===== src/rtl/mempool_dma_job_scheduler.sv =====
// Job FIFO plus round-robin dispatcher sharing NumBackends iDMA backends.
// Optional stall statistics are enabled with the MEMPOOL_DMA_SCHED_STATS_EN macro.
module mempool_dma_job_scheduler #(
   parameter int unsigned NumBackends = 4,
   parameter int unsigned FifoDepth   = 4,
   parameter int unsigned IdWidth     = 8,
   parameter type         burst_req_t = logic
) (
   input  logic                                clk_i,
   input  logic                                rst_i,
   input  burst_req_t                          req_i,
   input  logic                                req_valid_i,
   output logic                                req_ready_o,
   output logic [IdWidth-1:0]                  job_id_o,
   output burst_req_t                          be_req_o [NumBackends],
   output logic [NumBackends-1:0]              be_valid_o,
   input  logic [NumBackends-1:0]              be_ready_i,
   input  logic [NumBackends-1:0]              be_trans_complete_i,
   output logic [NumBackends-1:0][IdWidth-1:0] be_job_id_o,
   output logic [31:0]                         completed_o,
   output logic                                idle_o,
   output logic [31:0]                         stall_cycles_o
);

   localparam int unsigned PtrW = (FifoDepth > 1) ? $clog2(FifoDepth) : 1;
   localparam int unsigned CntW = $clog2(FifoDepth + 1);
   localparam int unsigned BeW  = (NumBackends > 1) ? $clog2(NumBackends) : 1;

   typedef enum logic [1:0] {StFree, StIssue, StBusy} be_state_e;

   burst_req_t           fifo_req [FifoDepth];
   logic [IdWidth-1:0]   fifo_id  [FifoDepth];
   logic [PtrW-1:0]      wr_ptr_q, rd_ptr_q;
   logic [CntW-1:0]      fifo_cnt_q;
   logic                 fifo_full, fifo_empty, push, pop;

   logic [IdWidth-1:0]   id_cnt_q;
   logic [BeW-1:0]       rr_q;
   logic [31:0]          completed_q;

   be_state_e            be_state_q [NumBackends];
   be_state_e            be_state_d [NumBackends];
   burst_req_t           be_req_q   [NumBackends];
   logic [IdWidth-1:0]   be_id_q    [NumBackends];
   logic [NumBackends-1:0] be_free, be_done;

   logic                 grant_valid, dispatch;
   logic [BeW-1:0]       grant_idx;
   logic [31:0]          n_done;

   assign fifo_full   = (fifo_cnt_q == CntW'(FifoDepth));
   assign fifo_empty  = (fifo_cnt_q == '0);
   assign req_ready_o = ~fifo_full;
   assign push        = req_valid_i & ~fifo_full;
   assign pop         = dispatch;
   assign dispatch    = grant_valid & ~fifo_empty;
   assign job_id_o    = id_cnt_q;
   assign completed_o = completed_q;
   assign idle_o      = fifo_empty & (&be_free);

   // First free backend at or above the round-robin pointer, wrapping.
   always_comb begin
      int unsigned sum;
      logic [BeW-1:0] idx;
      sum         = 0;
      idx         = '0;
      grant_valid = 1'b0;
      grant_idx   = '0;
      for (int unsigned i = 0; i < NumBackends; i++) begin
         sum = 32'(rr_q) + i;
         if (sum >= NumBackends) sum = sum - NumBackends;
         idx = BeW'(sum);
         if (!grant_valid && be_free[idx]) begin
            grant_valid = 1'b1;
            grant_idx   = idx;
         end
      end
   end

   always_comb begin
      n_done = '0;
      for (int unsigned k = 0; k < NumBackends; k++) begin
         be_state_d[k] = be_state_q[k];
         be_done[k]    = 1'b0;
         be_free[k]    = (be_state_q[k] == StFree);
         be_valid_o[k] = (be_state_q[k] == StIssue);
         be_job_id_o[k] = be_id_q[k];
         be_req_o[k]   = be_req_q[k];
         unique case (be_state_q[k])
            StFree: begin
               if (dispatch && grant_idx == BeW'(k)) be_state_d[k] = StIssue;
            end
            StIssue: begin
               // A completion coinciding with the handshake retires the job at once.
               if (be_ready_i[k]) begin
                  be_done[k]    = be_trans_complete_i[k];
                  be_state_d[k] = be_trans_complete_i[k] ? StFree : StBusy;
               end
            end
            StBusy: begin
               if (be_trans_complete_i[k]) begin
                  be_done[k]    = 1'b1;
                  be_state_d[k] = StFree;
               end
            end
            default: be_state_d[k] = StFree;
         endcase
         n_done = n_done + 32'(be_done[k]);
      end
   end

   always_ff @(posedge clk_i) begin
      if (push) begin
         fifo_req[wr_ptr_q] <= req_i;
         fifo_id[wr_ptr_q]  <= id_cnt_q;
      end
   end

   always_ff @(posedge clk_i or posedge rst_i) begin
      if (rst_i) begin
         wr_ptr_q    <= '0;
         rd_ptr_q    <= '0;
         fifo_cnt_q  <= '0;
         id_cnt_q    <= '0;
         rr_q        <= '0;
         completed_q <= '0;
         for (int unsigned k = 0; k < NumBackends; k++) begin
            be_state_q[k] <= StFree;
            be_req_q[k]   <= '0;
            be_id_q[k]    <= '0;
         end
      end else begin
         if (push) begin
            wr_ptr_q <= (32'(wr_ptr_q) == FifoDepth - 1) ? '0 : wr_ptr_q + 1'b1;
            id_cnt_q <= id_cnt_q + 1'b1;
         end
         if (pop) begin
            rd_ptr_q <= (32'(rd_ptr_q) == FifoDepth - 1) ? '0 : rd_ptr_q + 1'b1;
            rr_q     <= (32'(grant_idx) == NumBackends - 1) ? '0 : grant_idx + 1'b1;
            be_req_q[grant_idx] <= fifo_req[rd_ptr_q];
            be_id_q[grant_idx]  <= fifo_id[rd_ptr_q];
         end
         fifo_cnt_q  <= fifo_cnt_q + CntW'(push) - CntW'(pop);
         completed_q <= completed_q + n_done;
         for (int unsigned k = 0; k < NumBackends; k++) begin
            be_state_q[k] <= be_state_d[k];
         end
      end
   end

`ifdef MEMPOOL_DMA_SCHED_STATS_EN
   logic [31:0] stall_q;

   always_ff @(posedge clk_i or posedge rst_i) begin
      if (rst_i) begin
         stall_q <= '0;
      end else if (!fifo_empty && !(|be_free) && stall_q != '1) begin
         stall_q <= stall_q + 1'b1;
      end
   end

   assign stall_cycles_o = stall_q;
`else
   assign stall_cycles_o = '0;
`endif

endmodule


===== config.mk =====
export PLATFORM = sky130hd
export DESIGN_NAME = mempool_dma_job_scheduler
export DESIGN_NICKNAME = d
export VERILOG_FILES = /design/src/rtl/mempool_dma_job_scheduler.sv
export SDC_FILE = /design/constraint.sdc
export NUM_CORES = 1
export LEC_CHECK = 0
export ABC_AREA = 1
export BUFFER_PORTS_ARGS = -buffer_cell sky130_fd_sc_hd__buf_2
export CAP_MARGIN = 20
export CORE_ASPECT_RATIO = 1.1
export CORE_UTILIZATION = 55
export CTS_CLUSTER_DIAMETER = 120
export DETAILED_ROUTE_END_ITERATION = 10
export PLACE_DENSITY_LB_ADDON = 0.3
export SLEW_MARGIN = 10
export SYNTH_ARGS = -nofsm -noshare
export SYNTH_HDL_FRONTEND = slang
export SYNTH_SLANG_ARGS = --single-unit

===== constraint.sdc =====
create_clock -name clk_i -period 4.6 [get_ports clk_i]
set_clock_uncertainty 0.05 [all_clocks]
set_input_delay 0.46 -clock clk_i [delete_from_list [all_inputs] [get_ports clk_i]]
set_output_delay 0.46 -clock clk_i [all_outputs]
set_load 0.005 [all_outputs]

==> summary.txt <==
Layout
  • Final Core Density: 67.1%
  • Fin nets: just over 800
  • Most common cell after layout, fill and taps aside: nand2_1
  • Finished Layout Cells: around 930
  • ANT cells: 0
  • Syn-to-layout area delta: 16.7%
  • Ratio of cells with drive above 1 in the final layout: 20.0%
  • Layout Cell Area excl Fill: 7450 um^2
  • Commonest non-fill, non-tap cells in the layout: nand2_1, dfrtp_1, buf_2

Clocking
  • Number of buffers created by CTS: 17
  • Resized cells post-CTS: 0
  • Postcts setup bufs: 0
  • Clock Path Buffers: 2
  • Clk pin slew, worst setup/hold paths: roughly 0.060 ns
  • H-tree levels: 4
  • Clock Sinks: ~130
  • Worst-Skew Late Latency: approximately 0.41 ns
  • Cts hold-fix bufs: 0
  • CTS Root Cell: clkbuf_16
  • CTS tree: yes

Place
  • RD Place Congestion: roughly 0.93
  • Post-place setup slack: 0.946 ns
  • Post-DP HPWL: between 9 and 10 mm
  • Buffers on Ports: 93
  • Placed Instances: roughly 900
  • Area after DPL: 6850 um^2

Outcome
  • Outcome: completed

Critical path
  • Arrival @ worst endpoint: 3.98 ns
  • Family with the most delay on the worst path: adder cells
  • Slowest cell delay on critical path: roughly 0.5 ns
  • Max FO, Critical Path: 4
  • Setup crit start kind: register
  • CP most frequent cell: inv_1
  • Setup slack, reg-to-reg: slightly below 0.9 ns
  • WS Path Type: register to register
  • Worst-path cell chain: inv_1 > ha_1 > nand2_1 > inv_1 > o211ai_1 > fa_1 > fa_1 > inv_1 > fa_1 > inv_1 > nor2_1 > nand3_2 > nor2_1 > nand4_2 > nor2_1 > nand2_1 > xnor2_1
  • Worst Path Required: roughly 4.8 ns
  • Worst path buffer plus inverter count: 4
  • Slowest CP cell: fa_1
  • Setup crit end kind: register

Logic synthesis
  • Adder-Cell Fraction of Synth Area: 6.15%
  • Dominant cell type by area after synthesis: dfrtp_1
  • Multiplexer share of the synthesized area: less than 1%
  • Syn_area_per_cell: ~9.6 um^2
  • Simple-Gate Fraction of Synth Area: 22.3%
  • Syn. warnings: 0
  • Number of flops mapped to enable cells by yosys: 36
  • Post-synthesis xor/xnor area fraction: 5.35%
  • Yosys cell types: 35
  • Cell count after synthesis: ~670
  • Seq/Total Area, Yosys: a little over half
  • Post-synthesis register bit count: between 100 and 150
  • Ys flop type: dfrtp_1
  • Synth Cell Area: between 6000 and 7000 um^2
  • Largest family of logic cells by synthesized area: simple AND/OR/NAND/NOR gates
  • Area share of the largest cell type after synthesis: about 36%
  • Area contributors post-synth: dfrtp_1, edfxtp_1, nand2_1
  • Compound-Gate Fraction of Synth Area: between 3 and 4%
  • Synth async-reset ratio: between 70 and 80%

Global route
  • Total grt overflow: 0
  • Tot GR Track Use: between 20% and 30%
  • Vias in the first global route: roughly 4700
  • Largest net degree at the start of global routing: 55
  • First-pass GRT wire length: between 20 and 25 mm
  • Initial antenna violation count: 0

Timing
  • Worst slew pin tran: about 0.9 ns
  • Setup-failing EPs final: 0
  • Min Clock Period, post-route: between 3 and 4 ns
  • RSZ-0062 raised after global routing: no
  • Fmax: about 270 MHz
  • Slew HR: 38.3%
  • Final WS setup: a little under 0.9 ns
  • Endpoints failing hold: 0
  • Crit share post-route: around four fifths
  • Final count of pins violating max slew: 0
  • Fin Setup TNS: 0 ns

Routing
  • Highest metal used: met4
  • Vias per cell: approximately 5.2
  • 1st-iter DRT viols: between 300 and 400
  • Metal3 WL: around 670 um
  • Antenna-violating nets left: 0
  • Total number of vias: just under 5000
  • Routed WL: 14.1 mm
  • Met1 WL: roughly 6.0 mm
  • DR WL/cell: approximately 15 um
  • DRC violations left: 0
  • DRT Pass-1 Iters: 5
  • Met2 routed WL: ~7.1 mm

Power
  • Peak supply drop: between 0.0003 and 0.0004 V
  • Switching power: 2410 uW
  • Cell Pwr Density: just under 800 nW/um^2
  • Gate power share: between 40% and 50%
  • Leakage: about 0.0038 uW
  • Int Power: between 3000 and 4000 uW
  • Reg power frac: about a third
  • Switching share of power: between 40% and 50%
  • Clock Power Share: approximately a quarter

Floorplan
  • Die height: between 100 and 150 um
  • Cell Rows: 40
  • # IOs: 126
  • Initial Util: between 50% and 60%
  • Core Footprint: 11100 um^2
  • Die width: 105 um
  • Die ar.: about 12000 um^2

Hold path
  • HP Class: input pin to async pin

Job
  • Max-Cap Viols: 0
[routing by layer]
metal	global-route usage [%]	up-vias
met1	32.2	2316
li1	-	2288
met5	0	-
met4	9.20	0
met2	42.7	170
met3	5.16	29
[per-stage QoR]
step	power, uW	hold slack [ns]
floorplan	3710	0.416
global placement	4240	0.411
detailed placement	4360	0.414
CTS	5770	0.202
global route	6230	0.224
finish	5740	0.163
[worst reg2reg max path: stages, from the launching register on]
cell	delay [ns]
dfrtp_1	0.39
inv_1	0.09
ha_1	0.20
nand2_1	0.08
inv_1	0.07
o211ai_1	0.24
fa_1	0.50
fa_1	0.43
inv_1	0.09
fa_1	0.22
inv_1	0.08
nor2_1	0.20
nand3_2	0.15
nor2_1	0.22
nand4_2	0.18
nor2_1	0.20
nand2_1	0.09
xnor2_1	0.13
[final cells by class]
type / instances / area [um^2]
flip-flops and latches: 129 / 3410
inverters: 67 / 253
clock inverters: 13 / 169
multi-input cells: 462 / 2530
fillers: 883 / 3660
repair buffers: 94 / 473
clock buffers: 19 / 433
well taps: 147 / 184
[cells by family (layout without fill, tap and decap cells)]
family          Yosys count  count (layout)
compound gates           42              42
mux                       1               1
simple gates            319             319
buf+inv                 108             193
other cells               1              32
fa+ha+maj                29              29
flops                   129             129
xor+xnor                 39              39
[state kept, by name, summed over array words and instances (netlist names)]
register     count
fifo_id         32
be_state_q       8
job_id_o         8
rd_ptr_q         2
be_job_id_o     32
fifo_cnt_q       3
be_req_o         4
wr_ptr_q         2
fifo_req         4
rr_q             2
completed_o     32
[power by group through the flow]
stage | clock network (uW) | logic (uW) | registers [uW]
after floorplan | 0 | 1850 | 1870
after global placement | 0 | 2320 | 1920
after detailed placement | 0 | 2430 | 1940
after CTS | 1390 | 2460 | 1920
after global routing | 1440 | 2810 | 1980
final | 1370 | 2440 | 1930
[synth_stat cells, types with 3 or more instances]
library cell / number
nor2_1: 50
nand2_4: 4
nand3_1: 19
clkbuf_1: 3
o21ai_0: 24
dfrtp_1: 93
inv_1: 58
xor2_1: 23
fa_1: 4
nand2_1: 200
inv_2: 9
nor4_1: 4
a21oi_1: 4
buf_6: 5
nand2_2: 5
buf_4: 32
nand4_1: 15
o211ai_1: 4
nand3_2: 9
o22ai_1: 9
nor3_1: 6
edfxtp_1: 36
ha_1: 25
xnor2_1: 16
[worst paths after layout]
| path | cells past startpoint | to | start |
|---|---|---|---|
| setup / recovery | 17 | completed_o[26] | be_state_q[7] |
| hold / removal | 2 | completed_o[1] | rst_i |
| setup reg to reg | 17 | completed_o[26] | be_state_q[7] |
| hold reg to reg | 2 | be_job_id_o[27] | be_job_id_o[27] |
| max in group asynchronous | 3 | completed_o[15] | rst_i |
| min in group clk_i | 1 | fifo_req[2] | req_i |
No activity file was read; power rests on OpenSTA's default activity.
